**config.mk**
```make
export PLATFORM = sky130hd
export DESIGN_NAME = multiplier32bu_seq
export DESIGN_NICKNAME = d
export VERILOG_FILES = /design/src/rtl/multiplier32bu_seq.sv
export SDC_FILE = /design/constraint.sdc
export NUM_CORES = 1
export LEC_CHECK = 0
export CAP_MARGIN = 10
export CORE_MARGIN = 5
export CORE_UTILIZATION = 53
export DETAILED_ROUTE_END_ITERATION = 6
export GPL_ROUTABILITY_DRIVEN = 0
export MAX_ROUTING_LAYER = met4
export PLACE_DENSITY = 0.91
export SETUP_SLACK_MARGIN = 0.05
export SYNTH_ARGS = -nofsm -noshare
export SYNTH_HDL_FRONTEND = slang
export SYNTH_SLANG_ARGS = --single-unit
```
**constraint.sdc**
```tcl
create_clock -name clk -period 3.9 [get_ports clk]
set_input_delay 0.78 -clock clk [delete_from_list [all_inputs] [get_ports clk]]
set_output_delay 0.78 -clock clk [all_outputs]
set_load 0.02 [all_outputs]
```
**src/rtl/multiplier32bu_seq.sv**
```systemverilog
// Sequential unsigned radix-2 shift-add multiplier: WIDTH x WIDTH -> 2*WIDTH bits in WIDTH cycles.
// Shares the start-edge / finish-level handshake of the sequential divider.
module multiplier32bu_seq #(
    parameter int WIDTH = 32
) (
    input  logic                 clk,
    input  logic                 rst,
    input  logic [WIDTH-1:0]     a,
    input  logic [WIDTH-1:0]     b,
    input  logic                 start,
    output logic [2*WIDTH-1:0]   product,
    output logic                 finish,
    output logic                 busy
);

    localparam int CW = (WIDTH > 1) ? $clog2(WIDTH) : 1;

    typedef enum logic [1:0] {
        IDLE = 2'd0,
        RUN  = 2'd1,
        DONE = 2'd2
    } state_t;

    state_t               state_q, state_d;
    logic                 start_q;
    logic [WIDTH-1:0]     mcand_q, mcand_d;
    logic [2*WIDTH-1:0]   p_q, p_d;
    logic [2*WIDTH-1:0]   product_q, product_d;
    logic [CW-1:0]        cnt_q, cnt_d;
    logic                 finish_q, finish_d;
    logic                 busy_q, busy_d;
    logic                 start_edge;
    logic [WIDTH:0]       sum;

    // Only a rising edge of start requests work; a held level never retriggers.
    assign start_edge = start & ~start_q;

    // Upper half plus multiplicand at WIDTH+1 bits keeps the carry for the shift.
    assign sum = {1'b0, p_q[2*WIDTH-1:WIDTH]} + (p_q[0] ? {1'b0, mcand_q} : '0);

    always_comb begin
        state_d   = state_q;
        mcand_d   = mcand_q;
        p_d       = p_q;
        product_d = product_q;
        cnt_d     = cnt_q;
        finish_d  = finish_q;
        busy_d    = busy_q;
        case (state_q)
            IDLE, DONE: begin
                if (start_edge) begin
                    mcand_d  = a;
                    p_d      = {{WIDTH{1'b0}}, b};
                    cnt_d    = '0;
                    busy_d   = 1'b1;
                    finish_d = 1'b0;
                    state_d  = RUN;
                end
            end
            RUN: begin
                p_d   = {sum, p_q[WIDTH-1:1]};
                cnt_d = cnt_q + 1'b1;
                if (cnt_q == CW'(WIDTH - 1)) begin
                    product_d = p_d;
                    finish_d  = 1'b1;
                    busy_d    = 1'b0;
                    state_d   = DONE;
                end
            end
            default: state_d = IDLE;
        endcase
    end

    always_ff @(posedge clk) begin
        if (rst) begin
            state_q   <= IDLE;
            start_q   <= 1'b0;
            mcand_q   <= '0;
            p_q       <= '0;
            product_q <= '0;
            cnt_q     <= '0;
            finish_q  <= 1'b0;
            busy_q    <= 1'b0;
        end else begin
            state_q   <= state_d;
            start_q   <= start;
            mcand_q   <= mcand_d;
            p_q       <= p_d;
            product_q <= product_d;
            cnt_q     <= cnt_d;
            finish_q  <= finish_d;
            busy_q    <= busy_d;
        end
    end

    assign product = product_q;
    assign finish  = finish_q;
    assign busy    = busy_q;

endmodule

```
After elaboration in Yosys (flattened, before gate mapping) --
Cells that the tools add are included.
Operators by class: muxes and demuxes 14, equal/unequal tests 5, bitwise gates (word level) 2, reduce and logical (&&, ||, !) cells 8, add/sub/neg operators 2
Operators with widths (number):
- 64-bit case mux with 2 select lines | 1
- 64-bit two-way mux | 1
- 32-bit by 32-bit adder with 33-bit output | 1
- 32-bit two-way mux | 1
- 5-bit case mux with 2 select lines | 1
- 2-bit AND reduction | 4
- 5-bit by 1-bit adder with 5-bit output (second input constant) | 1
- 5-bit == test (second input constant) | 1
- 5-bit two-way mux | 1
- 1-bit two-way mux | 4
- 2-bit two-way mux | 2
- 2-bit != test (second input constant) | 2
- 1-bit case mux with 2 select lines | 2
- 2-bit case mux with 2 select lines | 1
- 3-bit AND reduction | 1
- 2-bit by 1-bit == test with 1-bit output (second input constant) | 1
- 2-bit == test (second input constant) | 1
- 2-bit logical NOT | 1
- 2-bit nonzero test | 1
- 2-bit OR reduction | 1
- 1-bit AND | 1
- 1-bit inverter | 1
Word-level totals: word-level logic and storage cells 39, flip-flop bits (word level) 170

Depth between registers and ports, before layout --
Gate-level depths: netlist (run 1).
depth after elaboration 4, mapped depth 12, mapped depth without buffers 12

Least setup slack after synthesis (run 1) --
OpenSTA, ideal clock, no wires.
path kind register to register, from reg p_q[0], to reg product_q[63] (netlist: product[63]), arrival time 2.607 ns, cell stages (with the launch flop) 12, library setup time 0.126 ns, path buffers 1, required time 3.774 ns, setup slack 1.167 ns, cell sequence dfxtp_1 clkbuf_1 and2_1 ha_1 and3_1 a221oi_2 a21oi_1 a21o_1 a311oi_2 and3b_1 a2111oi_4 o21ai_1
On the way: longest elaborated chain between the ends 2
RTL lines:
- start, declared | RTL line 27 | logic [2*WIDTH-1:0] p_q, p_d;
- start signal, assigned | RTL line 88 | p_q <= p_d;
- 32-bit two-way mux | RTL line 39 | assign sum = {1'b0, p_q[2*WIDTH-1:WIDTH]} + (p_q[0] ? {1'b0, mcand_q} : '0);
- 32-bit by 32-bit adder with 33-bit output | RTL line 39
- end signal, assigned | RTL line 89 | product_q <= product_d;
- end, declared | RTL line 28 | logic [2*WIDTH-1:0] product_q, product_d;
Every way passes these cells. A chain may end at the register's enable or synchronous reset.

Final worst setup path (run 1) --
from reg p_q[0], to reg p_q[61]
On the way: longest elaborated chain between the ends 3
RTL lines:
- 32-bit two-way mux | RTL line 39
- 32-bit by 32-bit adder with 33-bit output | RTL line 39
- 64-bit case mux with 2 select lines | RTL line 49 | case (state_q)
Every way passes these cells.

==> run_summary.xml, run 1 <==
<?xml version="1.0" encoding="UTF-8"?>
<metrics>
  <group name="run_status">
    <metric name="result_of_the_run" unit="">completed</metric>
  </group>
  <group name="critical_path">
    <metric name="timing.critical_path.arrival" unit="ps">3620</metric>
    <metric name="worst_path_largest_cell_delay" unit="ps">710</metric>
    <metric name="crit_path_top_delay_cell" unit="">a311oi_1</metric>
    <metric name="timing.critical_path.fanout_max" unit="">23</metric>
    <metric name="critPathCaptureType" unit="">register</metric>
    <metric name="cp_cell_sequence" unit="">buf_4 &gt; nand2_1 &gt; fa_1 &gt; nand2b_1 &gt; a211oi_2 &gt; o21ai_0 &gt; a311oi_1 &gt; nand3_1 &gt; o211ai_1 &gt; xor2_1 &gt; a22o_1</metric>
    <metric name="required" unit="ps">4230</metric>
    <metric name="path_class" unit="">reg -&gt; reg</metric>
    <metric name="critical_path.startpoint_type" unit="">register</metric>
  </group>
  <group name="drt">
    <metric name="route.detailed.drc" unit="">0</metric>
    <metric name="routed-via-count" unit="">6960</metric>
    <metric name="route.antenna.remaining_nets" unit="">0</metric>
    <metric name="route.final.wire_length" unit="µm">20300</metric>
    <metric name="avgRoutedWirePerCell" unit="µm">17.3</metric>
    <metric name="drt_iter0_drc" unit="">630</metric>
    <metric name="via_per_inst" unit="">5.93</metric>
    <metric name="firstDrtPassIters" unit="">7</metric>
  </group>
  <group name="timing">
    <metric name="tns" unit="ps">0</metric>
    <metric name="worst-slew-pin-transition" unit="ps">1040</metric>
    <metric name="hold_violation_count_in_the_final_report" unit="">0</metric>
    <metric name="rsz0062_at_grt" unit="">false</metric>
    <metric name="min_period" unit="ps">3300</metric>
    <metric name="timing_max_transition_violations_final" unit="">0</metric>
    <metric name="relSlewSlack" unit="%">30.3</metric>
    <metric name="final.hold.worst_slack" unit="ps">454</metric>
    <metric name="setup_viol" unit="">0</metric>
    <metric name="final.period_utilization" unit="%">84.6</metric>
    <metric name="finClkSkew" unit="ps">16.9</metric>
    <metric name="maxClockFrequency" unit="MHz">303</metric>
  </group>
  <group name="synth">
    <metric name="synth.cell_area" unit="µm²">7690</metric>
    <metric name="yosys-top-cells-area" unit="">dfxtp_1 (44%), a22o_1 (9.4%), a21oi_1 (7.7%)</metric>
    <metric name="synthesis.yosys.warnings" unit="">0</metric>
    <metric name="synth_top_area_share" unit="%">44.2</metric>
    <metric name="avgSynthCellArea" unit="µm²">8.77</metric>
    <metric name="synth_edf_count" unit="">0</metric>
    <metric name="synth.yosys.seq_area_share" unit="%">44.2</metric>
    <metric name="synth_fp_nets" unit="">979</metric>
    <metric name="synth_cells" unit="">877</metric>
    <metric name="yosysUniqueCellTypes" unit="">48</metric>
    <metric name="post-synth-top-count-cell" unit="">dfxtp_1</metric>
    <metric name="postSynth.topFlopCell" unit="">dfxtp_1</metric>
    <metric name="synth.largest_area_cell" unit="">dfxtp_1</metric>
    <metric name="flip_flop_and_latch_count_after_synthesis" unit="">170</metric>
    <metric name="netlist_top_cells_count" unit="">dfxtp_1 (170), nand2_1 (134), a21oi_1 (118)</metric>
    <metric name="async_reset_ff_share" unit="%">0</metric>
  </group>
  <group name="grt">
    <metric name="total_track_usage" unit="%">24.7</metric>
    <metric name="grt_max_degree" unit="">68</metric>
    <metric name="antenna_found_initial" unit="">0</metric>
    <metric name="grt_first_pass_wirelength" unit="µm">33100</metric>
    <metric name="overflow" unit="">0</metric>
    <metric name="first_global_vias" unit="">6859</metric>
  </group>
  <group name="clock_tree">
    <metric name="cts_setup_buffers" unit="">0</metric>
    <metric name="clock_sink_count" unit="">170</metric>
    <metric name="ctsResizeCount" unit="">0</metric>
    <metric name="clk_transition_reported_paths" unit="ps">60</metric>
    <metric name="cts-htree-levels" unit="">4</metric>
    <metric name="clk_path_buf_depth" unit="">2</metric>
    <metric name="cts-root-buf" unit="">clkbuf_16</metric>
    <metric name="cts_buffers" unit="">17</metric>
    <metric name="cts_hold_buffers" unit="">0</metric>
    <metric name="clock_tree_from_tritoncts" unit="">done</metric>
    <metric name="insertion_delay" unit="ps">440</metric>
  </group>
  <group name="cells_and_area">
    <metric name="multi_input_comb_area" unit="µm²">4060</metric>
    <metric name="layout.cells.non_filler" unit="">1174</metric>
    <metric name="n_antenna_cell" unit="">0</metric>
    <metric name="layout.filler_cells" unit="">1094</metric>
    <metric name="fin_nets" unit="">1079</metric>
    <metric name="layout-drive-gt1-share" unit="%">5.56</metric>
    <metric name="seqCellArea" unit="µm²">3400</metric>
    <metric name="area_delta_synth_final" unit="%">25.9</metric>
  </group>
  <group name="floorplan">
    <metric name="pin_count" unit="">133</metric>
    <metric name="num_rows" unit="">44</metric>
    <metric name="design.die.area" unit="µm²">17000</metric>
    <metric name="fp.dieW" unit="µm">130</metric>
    <metric name="fp.dieH" unit="µm">130</metric>
    <metric name="design.core.area" unit="µm²">14400</metric>
    <metric name="start_util" unit="%">53.6</metric>
  </group>
  <group name="pwr">
    <metric name="vdd.ir_drop.worst" unit="mV">0.317</metric>
    <metric name="pwr_dens" unit="nW/µm²">385</metric>
    <metric name="leakage" unit="nW">3.79</metric>
  </group>
  <group name="placement">
    <metric name="io_buffers" unit="">132</metric>
    <metric name="placedCellCount" unit="">1142</metric>
    <metric name="dpl.hpwl" unit="µm">13600</metric>
  </group>
  <group name="min_path">
    <metric name="worstHoldPathType" unit="">reg -&gt; reg</metric>
  </group>
  <group name="run">
    <metric name="timing.max_cap.violations" unit="">0</metric>
  </group>
</metrics>
==> worst paths after layout <==
kind,start,to,slack [ps],cells past startpoint
min,mcand_q[21]$_SDFFE_PP0P_,mcand_q[21]$_SDFFE_PP0P_,450,2
min reg2reg,mcand_q[21]$_SDFFE_PP0P_,mcand_q[21]$_SDFFE_PP0P_,450,2
max,p_q[0]$_SDFFE_PP0P_,p_q[61]$_SDFFE_PP0P_,600,11
max reg2reg,p_q[0]$_SDFFE_PP0P_,p_q[61]$_SDFFE_PP0P_,600,11
==> registers in the layout, summed over array words and instances (netlist names) <==
name / cells
cnt_q: 5
start_q: 1
mcand_q: 32
busy: 1
state_q: 2
finish: 1
product: 64
p_q: 64
==> placed cells by master (no fill, tap or decap), drive strengths merged, types with 8 or more instances in the layout <==
cell type / count
a22oi: 33
o21ai: 30
ha: 34
a22o: 83
o21a: 12
and2: 33
nor2: 32
xnor2: 17
nand2: 134
buf: 12
nand3: 17
clkbuf: 20
a21oi: 118
inv: 13
xor2: 8
dfxtp: 170
a21o: 11
and3: 8
nor3: 11
clkdlybuf4s50: 131
==> routing by layer <==
layer / GRT usage (%) / routed length, µm
met1: 31.9 / 8910
met2: 37.8 / 9590
met3: 5.33 / 1260
met4: 9.80 / 527
met5: - / 0
==> cell families (layout without fill, tap and decap cells) <==
kind of cell | after synthesis | after routing | synth area share, %
AO/OA/AOI/OAI | 318 | 318 | 28.3
AND/OR/NAND/NOR | 256 | 256 | 15.1
flip-flops | 170 | 170 | 44.2
buffers and inverters | 71 | 184 | 3.46
adder cells (fa/ha/maj) | 35 | 35 | 5.79
XOR/XNOR | 25 | 25 | 2.85
multiplexers | 2 | 2 | 0.260
==> power by group <==
part | switching (W) | internal (W) | total, W
clock | 0.000720 | 0.000903 | 0.00162
combinational | 0.000169 | 0.000121 | 0.000290
sequential | 0.0000320 | 0.00178 | 0.00182
total | 0.000921 | 0.00281 | 0.00373
==> area by class of cell <==
type                    instances  area share [%]
well taps                     184            2.38
multi-input cells             636            41.9
clock buffers                  20            4.61
flip-flops and latches        170            35.1
clock inverters                12            1.17
repair buffers                143            14.4
inverters                       9           0.349
==> per-stage QoR <==
stage / total power (W) / instance area [µm²] / setup WS, ps / util, %
after floorplan: 0.00201 / 7690 / 1170 / -
after global placement: 0.00213 / 9130 / 798 / 63.5
after detailed placement: 0.00214 / 9130 / 725 / 63.5
after CTS: 0.00374 / 9690 / 661 / 67.4
after global routing: 0.00385 / 9690 / 413 / 67.4
final: 0.00373 / 9690 / 602 / 67.4
==> critical path: cells and delay by family (launching register included) <==
kind	cells	cell delay [ps]
xor gates and xnor gates	1	130
and+or+nand+nor	3	490
AOI/OAI and AO/OA	5	1550
DFF	1	340
buffers and inverters	1	240
adders and majority gates	1	440
(Power assumes the default switching activity.)
==> run 2: changes to the inputs <==
CORE_UTILIZATION = 48   (was 53)
PLACE_DENSITY = 0.87   (was 0.91)
clock period = 2.95 ns   (was 3.9 ns; I/O delays follow)
==> run 2 against run 1 <==
Compared with the run above: final cell count grew 4.9%; worst setup slack lost 540 ps; non-clock buffer count grew 25; die area grew 9.6%; highest routed layer unchanged; register-to-register slack lost 540 ps; total power grew 32%; combinational power grew 39%; critical path depth is the same.
==> run_summary.xml, run 2 (synthesis gave the netlist of run 1 again) <==
<?xml version="1.0" encoding="UTF-8"?>
<metrics>
  <group name="run_status">
    <metric name="result_of_the_run" unit="">completed</metric>
  </group>
  <group name="clock_tree">
    <metric name="cts-htree-levels" unit="">4</metric>
    <metric name="cts_hold_buffers" unit="">0</metric>
    <metric name="cts_buffers" unit="">17</metric>
    <metric name="clk_transition_reported_paths" unit="ps">70</metric>
    <metric name="clk_path_buf_depth" unit="">2</metric>
    <metric name="insertion_delay" unit="ps">430</metric>
    <metric name="clock_sink_count" unit="">170</metric>
    <metric name="clock_tree_from_tritoncts" unit="">done</metric>
    <metric name="cts-root-buf" unit="">clkbuf_16</metric>
  </group>
  <group name="grt">
    <metric name="overflow" unit="">0</metric>
    <metric name="antenna_found_initial" unit="">0</metric>
    <metric name="total_track_usage" unit="%">22.6</metric>
    <metric name="first_global_vias" unit="">6775</metric>
    <metric name="grt_max_degree" unit="">69</metric>
    <metric name="grt_first_pass_wirelength" unit="µm">33100</metric>
  </group>
  <group name="pwr">
    <metric name="vdd.ir_drop.worst" unit="mV">0.416</metric>
    <metric name="power.total" unit="W">0.00493</metric>
    <metric name="pwr_dens" unit="nW/µm²">486</metric>
    <metric name="power_frac_seq" unit="%">48.7</metric>
    <metric name="power.switching_fraction" unit="%">25.5</metric>
    <metric name="power_report.internal_total" unit="W">0.00368</metric>
    <metric name="leakage" unit="nW">3.91</metric>
    <metric name="pwr-share-comb" unit="%">8.2</metric>
    <metric name="share_clk_of_total_power" unit="%">43.1</metric>
    <metric name="net-switching-power" unit="W">0.00126</metric>
  </group>
  <group name="critical_path">
    <metric name="path_class" unit="">reg -&gt; reg</metric>
    <metric name="worst_path_largest_cell_delay" unit="ps">380</metric>
    <metric name="critical-path-top-delay-family" unit="">compound AO/OA/AOI/OAI gates</metric>
    <metric name="cp_cell_sequence" unit="">buf_12 &gt; and2_1 &gt; ha_4 &gt; a21oi_1 &gt; o21ai_1 &gt; o21a_2 &gt; a21o_4 &gt; a311oi_4 &gt; and3b_2 &gt; a2111oi_4 &gt; o21ai_1</metric>
    <metric name="crit_top_cell" unit="">o21ai_1</metric>
    <metric name="timing.critical_path.buf_inv" unit="">1</metric>
    <metric name="timing.critical_path.fanout_max" unit="">20</metric>
    <metric name="timing.reg2reg.setup_slack" unit="ps">70</metric>
    <metric name="timing.critical_path.arrival" unit="ps">3200</metric>
    <metric name="required" unit="ps">3260</metric>
    <metric name="critPathCaptureType" unit="">register</metric>
    <metric name="crit_path_top_delay_cell" unit="">a311oi_4</metric>
    <metric name="critical_path.startpoint_type" unit="">register</metric>
  </group>
  <group name="timing">
    <metric name="final.period_utilization" unit="%">97.8</metric>
    <metric name="finClkSkew" unit="ps">9.78</metric>
    <metric name="tns" unit="ps">0</metric>
    <metric name="maxClockFrequency" unit="MHz">347</metric>
    <metric name="setup_viol" unit="">0</metric>
    <metric name="min_period" unit="ps">2880</metric>
    <metric name="hold_violation_count_in_the_final_report" unit="">0</metric>
    <metric name="relSlewSlack" unit="%">50.0</metric>
    <metric name="worst-slew-pin-transition" unit="ps">750</metric>
    <metric name="timing_max_transition_violations_final" unit="">0</metric>
    <metric name="final_critical_path_setup_slack" unit="ps">65.3</metric>
  </group>
  <group name="drt">
    <metric name="routed-via-count" unit="">7194</metric>
    <metric name="route.final.wire_length" unit="µm">21700</metric>
    <metric name="drt_iter0_drc" unit="">622</metric>
    <metric name="via_per_inst" unit="">5.84</metric>
    <metric name="firstDrtPassIters" unit="">5</metric>
    <metric name="route.antenna.remaining_nets" unit="">0</metric>
    <metric name="route.detailed.drc" unit="">0</metric>
    <metric name="avgRoutedWirePerCell" unit="µm">17.6</metric>
  </group>
  <group name="floorplan">
    <metric name="fp.dieH" unit="µm">137</metric>
    <metric name="fp.dieW" unit="µm">137</metric>
    <metric name="design.die.area" unit="µm²">18700</metric>
    <metric name="pin_count" unit="">133</metric>
    <metric name="start_util" unit="%">48.6</metric>
    <metric name="num_rows" unit="">46</metric>
    <metric name="design.core.area" unit="µm²">15800</metric>
  </group>
  <group name="cells_and_area">
    <metric name="mostFrequentLayoutCells" unit="">dfxtp_1 (169), nand2_1 (133), clkdlybuf4s50_1 (131), a21oi_1 (111), a22o_1 (83)</metric>
    <metric name="n_antenna_cell" unit="">0</metric>
    <metric name="area_delta_synth_final" unit="%">31.9</metric>
    <metric name="layout-drive-gt1-share" unit="%">10.9</metric>
    <metric name="fin_nets" unit="">1104</metric>
    <metric name="final_common_cell" unit="">dfxtp_1</metric>
  </group>
  <group name="placement">
    <metric name="placement.setup.worst_slack" unit="ps">-56.2</metric>
    <metric name="dpl.hpwl" unit="µm">13800</metric>
    <metric name="io_buffers" unit="">132</metric>
  </group>
  <group name="min_path">
    <metric name="worstHoldPathType" unit="">reg -&gt; reg</metric>
  </group>
  <group name="run">
    <metric name="timing.max_cap.violations" unit="">0</metric>
  </group>
</metrics>
-- run 2: tightest hold or removal path, cell delays in order (launching register included) --
cell,delay (ps)
dfxtp_1,310
nand2_1,50
a21oi_1,50
-- run 2: power groups by stage --
stage                     combinational (W)  clock (W)  sequential (W)
after CTS                          0.000394    0.00215         0.00240
after floorplan                    0.000215          0         0.00244
final                              0.000403    0.00213         0.00240
after global placement             0.000383          0         0.00245
after detailed placement           0.000390          0         0.00245
after global routing               0.000436    0.00226         0.00241
-- run 2: final cells by class --
cell class                 count  area [µm²]
clock buffer                  19         453
clock inverter                13         108
fill                        1229        5680
inverter                       9        33.8
multi-input combinational    636        4250
sequential                   170        3410
tap                          216         270
timing repair buffer         168        1620
-- run 2: final timing paths --
check / end / startpoint / cells after the start
hold / removal: mcand_q[29]$_SDFFE_PP0P_ / mcand_q[29]$_SDFFE_PP0P_ / 2
hold reg to reg: mcand_q[29]$_SDFFE_PP0P_ / mcand_q[29]$_SDFFE_PP0P_ / 2
setup / recovery: product[63]$_SDFFE_PP0P_ / p_q[0]$_SDFFE_PP0P_ / 11
setup reg to reg: product[63]$_SDFFE_PP0P_ / p_q[0]$_SDFFE_PP0P_ / 11
-- run 2: metal layers --
layer  vias to the layer above  track usage, %  part of all wire, %  wire [µm]
li1                       3410               -                    -          -
met1                      3456            28.2                   41       8840
met2                       285            35.9                   49      10700
met3                        43            5.29                  7.0       1520
met4                         0            8.45                  2.9        634
met5                         -               -                    0          0
-- run 2: metrics by stage --
stage               instances  hold WS (ps)  util [%]  instance area, µm²
CTS                      1225           451      62.6                9910
global route             1231           467      64.1               10100
detailed placement       1190           442      58.9                9320
finish                   1231           452      64.1               10100
global placement         1190           439      58.9                9320
floorplan                 877           432         -                7690
-- run 2: timing repair --
| item | CTS | global route |
|---|---|---|
| resized for setup | 3 | 38 |
| pin swaps | 3 | 7 |
| setup endpoints to repair | 9 | 34 |
| setup buffers | 3 | 6 |
